==> config.mk <==
export PLATFORM = sky130hd
export DESIGN_NAME = alu_op_sequencer
export DESIGN_NICKNAME = d
export VERILOG_FILES = /design/src/rtl/alu_seq_pkg.sv /design/src/rtl/alu_op_sequencer.sv
export SDC_FILE = /design/constraint.sdc
export NUM_CORES = 1
export LEC_CHECK = 0
export ABC_AREA = 1
export BUFFER_PORTS_ARGS = -buffer_cell sky130_fd_sc_hd__buf_2
export CORE_AREA = 3 3 66 68
export CTS_BUF_LIST = sky130_fd_sc_hd__clkbuf_4
export DETAILED_ROUTE_END_ITERATION = 16
export DIE_AREA = 0 0 69 71
export HOLD_SLACK_MARGIN = 0.06
export PLACE_DENSITY = 0.71
export SLEW_MARGIN = 20
export SYNTH_ARGS = -nofsm -noshare
export SYNTH_HDL_FRONTEND = slang
export SYNTH_SLANG_ARGS = --single-unit
export TNS_END_PERCENT = 1
==> constraint.sdc <==
create_clock -name clk -period 1.3 [get_ports clk]
set_input_delay 0.39 -clock clk [delete_from_list [all_inputs] [get_ports clk]]
set_output_delay 0.39 -clock clk [all_outputs]
set_load 0.01 [all_outputs]
==> src/rtl/alu_seq_pkg.sv <==
// Shared types and constants for the ALU operation sequencer.
package alu_seq_pkg;

    typedef enum logic [1:0] {
        OP_ADD = 2'b00,
        OP_SUB = 2'b01,
        OP_OR  = 2'b10,
        OP_AND = 2'b11
    } opcode_t;

    typedef enum logic [1:0] {
        IDLE = 2'd0,
        EXEC = 2'd1,
        RESP = 2'd2
    } state_t;

    localparam int FLAG_N = 3;
    localparam int FLAG_Z = 2;
    localparam int FLAG_C = 1;
    localparam int FLAG_V = 0;

endpackage

==> src/rtl/alu_op_sequencer.sv <==
// Initiator for the external combinational ALU: registers a request into the
// ALU inputs, captures result/flags one cycle later and returns them.
module alu_op_sequencer
    import alu_seq_pkg::*;
#(
    parameter int DATA_W = 4,
    parameter int CNT_W  = 8
) (
    input  logic              clk,
    input  logic              rst_n,
    input  logic              req_valid,
    output logic              req_ready,
    input  logic [DATA_W-1:0] req_a,
    input  logic [DATA_W-1:0] req_b,
    input  logic [1:0]        req_op,
    output logic              rsp_valid,
    input  logic              rsp_ready,
    output logic [DATA_W-1:0] rsp_result,
    output logic [3:0]        rsp_flags,
    output logic [3:0]        sticky_flags,
    input  logic              sticky_clr,
    output logic [CNT_W-1:0]  op_count,
    output logic [DATA_W-1:0] alu_num1,
    output logic [DATA_W-1:0] alu_num2,
    output logic [1:0]        alu_opcode,
    input  logic [DATA_W-1:0] alu_result,
    input  logic              alu_carry,
    input  logic              alu_overflow,
    input  logic              alu_negative,
    input  logic              alu_zero
);

    state_t            r_state;
    state_t            w_next;
    logic [DATA_W-1:0] r_num1;
    logic [DATA_W-1:0] r_num2;
    logic [1:0]        r_opcode;
    logic [DATA_W-1:0] r_result;
    logic [3:0]        r_flags;
    logic [3:0]        r_sticky;
    logic [CNT_W-1:0]  r_count;

    logic              w_accept;
    logic              w_capture;
    logic              w_done;
    logic [3:0]        w_flags;
    logic [3:0]        w_sticky_base;

    assign w_accept  = (r_state == IDLE) && req_valid;
    assign w_capture = (r_state == EXEC);
    assign w_done    = (r_state == RESP) && rsp_ready;

    always_comb begin
        w_flags         = '0;
        w_flags[FLAG_N] = alu_negative;
        w_flags[FLAG_Z] = alu_zero;
        w_flags[FLAG_C] = alu_carry;
        w_flags[FLAG_V] = alu_overflow;
    end

    // A clear coinciding with capture wipes the old value before the OR.
    assign w_sticky_base = sticky_clr ? '0 : r_sticky;

    always_ff @(posedge clk or negedge rst_n) begin
        if (!rst_n) begin
            r_state <= IDLE;
        end else begin
            r_state <= w_next;
        end
    end

    always_comb begin
        w_next = r_state;
        case (r_state)
            IDLE:    if (w_accept) w_next = EXEC;
            EXEC:    w_next = RESP;
            RESP:    if (w_done) w_next = IDLE;
            default: w_next = IDLE;
        endcase
    end

    always_ff @(posedge clk or negedge rst_n) begin
        if (!rst_n) begin
            r_num1   <= '0;
            r_num2   <= '0;
            r_opcode <= '0;
            r_result <= '0;
            r_flags  <= '0;
            r_sticky <= '0;
            r_count  <= '0;
        end else begin
            if (w_accept) begin
                r_num1   <= req_a;
                r_num2   <= req_b;
                r_opcode <= req_op;
            end
            if (w_capture) begin
                r_result <= alu_result;
                r_flags  <= w_flags;
                r_sticky <= w_sticky_base | w_flags;
            end else if (sticky_clr) begin
                r_sticky <= '0;
            end
            if (w_done) begin
                r_count <= r_count + 1'b1;
            end
        end
    end

    assign req_ready    = (r_state == IDLE);
    assign rsp_valid    = (r_state == RESP);
    assign rsp_result   = r_result;
    assign rsp_flags    = r_flags;
    assign sticky_flags = r_sticky;
    assign op_count     = r_count;
    assign alu_num1     = r_num1;
    assign alu_num2     = r_num2;
    assign alu_opcode   = r_opcode;

endmodule
======== Word level (Yosys, flattened, before mapping) ========
Index checks and enable logic that the tools add are counted.
operators by class
  bitwise gates (word level) .............. 1
  add/subtract/negate cells ............... 1
  muxes and demuxes ....................... 5
  reductions and logical operators ........ 4
  equality and inequality tests ........... 4
operators by type and width
  operator                                                                  count
  8-bit by 1-bit adder with 8-bit output (second input constant)            1
  4-bit two-way mux                                                         2
  2-bit case mux with 3 select lines                                        1
  2-bit two-way mux                                                         2
  2-bit by 1-bit inequality test with 1-bit output (second input constant)  2
  4-bit bitwise OR                                                          1
  2-bit by 1-bit == test with 1-bit output (second input constant)          1
  2-bit == test (second input constant)                                     1
  1-bit logical AND                                                         2
  2-bit zero test                                                           1
  2-bit AND reduction                                                       1
word-level totals
  output and inout bits ................... 32
  input bits .............................. 23
  flip-flop bits (word level) ............. 32
  logic and storage cells ................. 23

======== Logic depth before layout (Yosys ltp) ========
  word-level depth ........................ 4
  gate-level depth with buffers ........... 7
  gate-level depth less buffers ........... 7

======== Worst setup path after synthesis ========
No wires, ideal clock.
  kind .................................... flip-flop to flip-flop
  start point ............................. register r_count[0], in the netlist op_count[0]
  end point ............................... register r_count[6], in the netlist op_count[6]
  required time ........................... 1.187 ns
  path buffers ............................ 0
  setup time .............................. 0.113 ns
  arrival ................................. 1.012 ns
  clock period less this slack ............ 1.125 ns
  setup slack ............................. 0.175 ns
  stages on the path, launching flop included .. 7
  cells stage by stage .................... dfrtp_1 ha_1 nand3_1 nor2_2 nand3_1 nand2_1 inv_1
on the way
  cells in the longest elaborated chain, start to end .. 1
ends and longest elaborated chain
  item                                    line                     source
  from (decl)                             alu_op_sequencer.sv:41   logic [CNT_W-1:0] r_count;
  from (signal assigned)                  alu_op_sequencer.sv:105  r_count <= r_count + 1'b1;
  8-bit by 1-bit adder with 8-bit output  alu_op_sequencer.sv:105
No other way between the ends.
A chain may end at the register's enable or synchronous reset.

======== Worst setup path in the final report ========
  start point ............................. register r_state[0]
  end point ............................... output port req_ready
on the way
  cells in the longest elaborated chain, start to end .. 1
ends and longest elaborated chain
  item                    line                     source
  from (decl)             alu_op_sequencer.sv:33   state_t r_state;
  from (signal assigned)  alu_op_sequencer.sv:68   r_state <= w_next;
  2-bit zero test         alu_op_sequencer.sv:110  assign req_ready = (r_state == IDLE);
  to (decl)               alu_op_sequencer.sv:12   output logic req_ready,
No other way between the ends.

==> results by group <==
Setup path
  • Crit path kind: flop to output pin
  • Crit. End Element: output pin
  • CP arrival: slightly below 1 ns
  • Startpoint Class: flop
  • CP Max Fanout: 3
  • Worst path required time: 0.91 ns

CTS
  • CTS tree: yes
  • # H-tree levels: 2
  • CTS sink count: 32
  • Clock Pin Slew Worst Setup and Hold Paths: roughly 0.09 ns
  • Root Driver: clkbuf_4
  • CTS buffer count: 5
  • Clock tree buffer depth: 2
  • Clock Latency Late Sink: 0.31 ns

Synthesis
  • Syn_nets: about 170
  • Sequential-to-total area share from yosys stat: between 60 and 70%
  • Synth Register Bits: 32
  • Largest family of logic cells by synthesized area: simple AND/OR/NAND/NOR gates
  • Synth Area in Compound Gates: 1.92%
  • Simple-gate share of the synthesized area: a little over a quarter
  • Mean cell area of the mapped netlist: 9.05 sq um
  • Syn Inst Count: 144
  • Netlist cell types: 16
  • Post-Syn Area: ~1300 sq um
  • Adder-cell area share of the yosys netlist: less than 1%
  • Mux share of post-synthesis cell area: 0%
  • Synth warn: 0
  • Post-synthesis xor/xnor area fraction: between 2 and 3%

Placed design
  • Hpwl dp: 2010 um
  • Port bufs: 54
  • GP Congestion: around 0.82
  • DP Area: approximately 1600 sq um

GRT
  • Largest net degree at the start of global routing: 33
  • Gr ovfl total: 0
  • Vias in the first global route: roughly 1.1k
  • First-pass GRT wire length: roughly 5000 um
  • Initial antenna violation count: 0
  • Overall Global Routing Usage: 13.1%

Route
  • # DRC: 0
  • Antenna Nets Post-Route: 0
  • First drt pass iteration count: 4
  • Routed wire per std cell: approximately 11 um
  • Met2 wire len: 1380 um
  • Via density: 4.28
  • Met1 wire length: 1250 um
  • Met3 wire len: between 150 and 200 um
  • Final WL: approximately 2800 um
  • Via count: ~1.1k
  • Initial DRC count: 68
  • Uppermost layer routed: met4

Final layout
  • Area Overhead vs Synth: 35.6%
  • Final nets: between 200 and 250
  • Ant. Diodes: 0
  • Finished Cell Area: 1770 sq um
  • Layout cells sized above 1: a little under two fifths
  • Core Util, Final: a little under half

STA
  • TNS Setup: -0.142 ns
  • Final period util: 106%
  • RSZ-0062 raised after global routing: yes
  • Clk_skew: roughly 0.0055 ns
  • Worst-Margin Slew: 0.261 ns
  • Min Tclk post-route: about 1.4 ns
  • Max frequency: around 0.73 GHz
  • Hold Violations, Final: 0
  • Final max-slew violation count: 0
  • Final WS setup: -0.0736 ns
  • Slew headroom: 82.5%
  • # setup viols final: 2

Floorplanning
  • Die span in y: between 70 and 80 um
  • Die width: around 69 um
  • Site row count: 23
  • Starting density of the core: 33.3%
  • DIE AREA: 4900 sq um
  • Core area: 3910 sq um
  • IO Count: 55

Worst hold path
  • Hold WC Path Type: primary input to flop

Pwr
  • Pwr per Cell Area: approximately 2100 nW/um^2
  • P_leak: between 1 and 1.5 nW
  • Max VDD drop: 0.000871 V

Status
  • Failing checks: negative setup slack
  • Run status: complete, but fails checks

Flow run
  • # Max-Cap Violations: 0
==> sequential cells by signal, indices dropped and copies added (netlist names) <==
name and count:
alu_num1 4, alu_num2 4, alu_opcode 2, op_count 8
r_state 2, rsp_flags 4, rsp_result 4, sticky_flags 4
==> cell type report <==
| class | instances | area [sq um] |
|---|---|---|
| timing repair buffer | 61 | 369 |
| fill | 393 | 2150 |
| sequential | 32 | 803 |
| tap | 50 | 62.6 |
| inverter | 17 | 66.3 |
| clock buffer | 5 | 37.5 |
| multi-input combinational | 93 | 429 |
==> metrics by stage <==
step | setup slack, ns | hold WS [ns] | cells | total power [mW]
6_report | -0.0736 | 0.264 | 258 | 3.70
5_1_grt | -0.185 | 0.220 | 258 | 4.05
4_1_cts | -0.117 | 0.240 | 258 | 3.69
3_5_place_dp | 0.144 | 0.360 | 248 | 3.08
3_3_place_gp | 0.165 | 0.362 | 248 | 3.05
2_1_floorplan | 0.175 | 0.0944 | 144 | 2.46
==> timing repair <==
| item | CTS | global route |
|---|---|---|
| gates resized for setup | 2 | 7 |
| endpoints found under the setup margin | 7 | 34 |
| gates cloned | 0 | 0 |
| setup buffers | 4 | 0 |
| endpoints found under the hold margin | 32 | 0 |
| pin swaps | 1 | 1 |
| hold buffers | 1 | 0 |
==> power breakdown <==
part | total [mW] | internal, mW | switching [mW]
Sequential | 1.66 | 1.40 | 0.266
Combinational | 1.56 | 0.715 | 0.847
Clock | 0.471 | 0.180 | 0.291
==> cells by family after synthesis <==
family	count (synthesis)
XOR/XNOR	4
AND/OR/NAND/NOR	83
flip-flops	32
AO/OA/AOI/OAI	5
adder cells (fa/ha/maj)	1
buffers and inverters	19
==> placed cells by master (no fill, tap or decap) <==
cell type      instances
nand3_1                7
dfrtp_2                2
inv_1                 13
clkbuf_4               5
buf_12                 1
xnor2_1                2
nor2_4                 2
nand3_4                1
ha_1                   1
xor2_1                 2
o21ai_1                4
buf_2                 49
inv_2                  3
buf_4                  5
nor2_1                 1
o21ai_0                1
dfrtp_1               30
inv_4                  1
nor2_2                 2
buf_6                  5
nand2_2                1
dlygate4sd3_1          1
nand2_1               69
==> synthesized netlist by cell type <==
library cell   n  area [sq um]
ha_1           1          12.5
inv_2          4          15.0
nand2_2        1          6.26
o21ai_0        1          5.00
xor2_1         2          17.5
xnor2_1        2          17.5
nor2_1         1          3.75
o21ai_1        4          20.0
nand3_1        7          35.0
buf_4          2          15.0
nand3_4        1          17.5
nand2_1       69           259
nor2_2         3          18.8
nor2_4         1          11.3
dfrtp_1       32           801
inv_1         13          48.8
==> path summary, 6_finish.rpt <==
path	startpoint	end	slack (ns)	cells after the start
max	r_state[0]	req_ready	-0.07	2
min in group asynchronous	rst_n	alu_num2[1]	0.56	3
min	req_a[1]	alu_num1[1]	0.26	3
max in group asynchronous	rst_n	r_state[0]	0.55	3
max reg2reg	r_state[0]	op_count[6]	0.12	7
min reg2reg	rsp_result[2]	rsp_result[2]	0.48	2
==> per-layer routing <==
layer / vias to the layer above / GRT usage (%)
met5: - / 0
met4: 0 / 5.21
met3: 2 / 5.97
met2: 35 / 19.6
met1: 506 / 16.5
li1: 561 / -
==> worst max-delay path, stage by stage (launching register included) <==
cell     delay, ns
dfrtp_2       0.44
nor2_2        0.10
buf_2         0.13
Note: power is estimated with default switching activity, not from simulation.
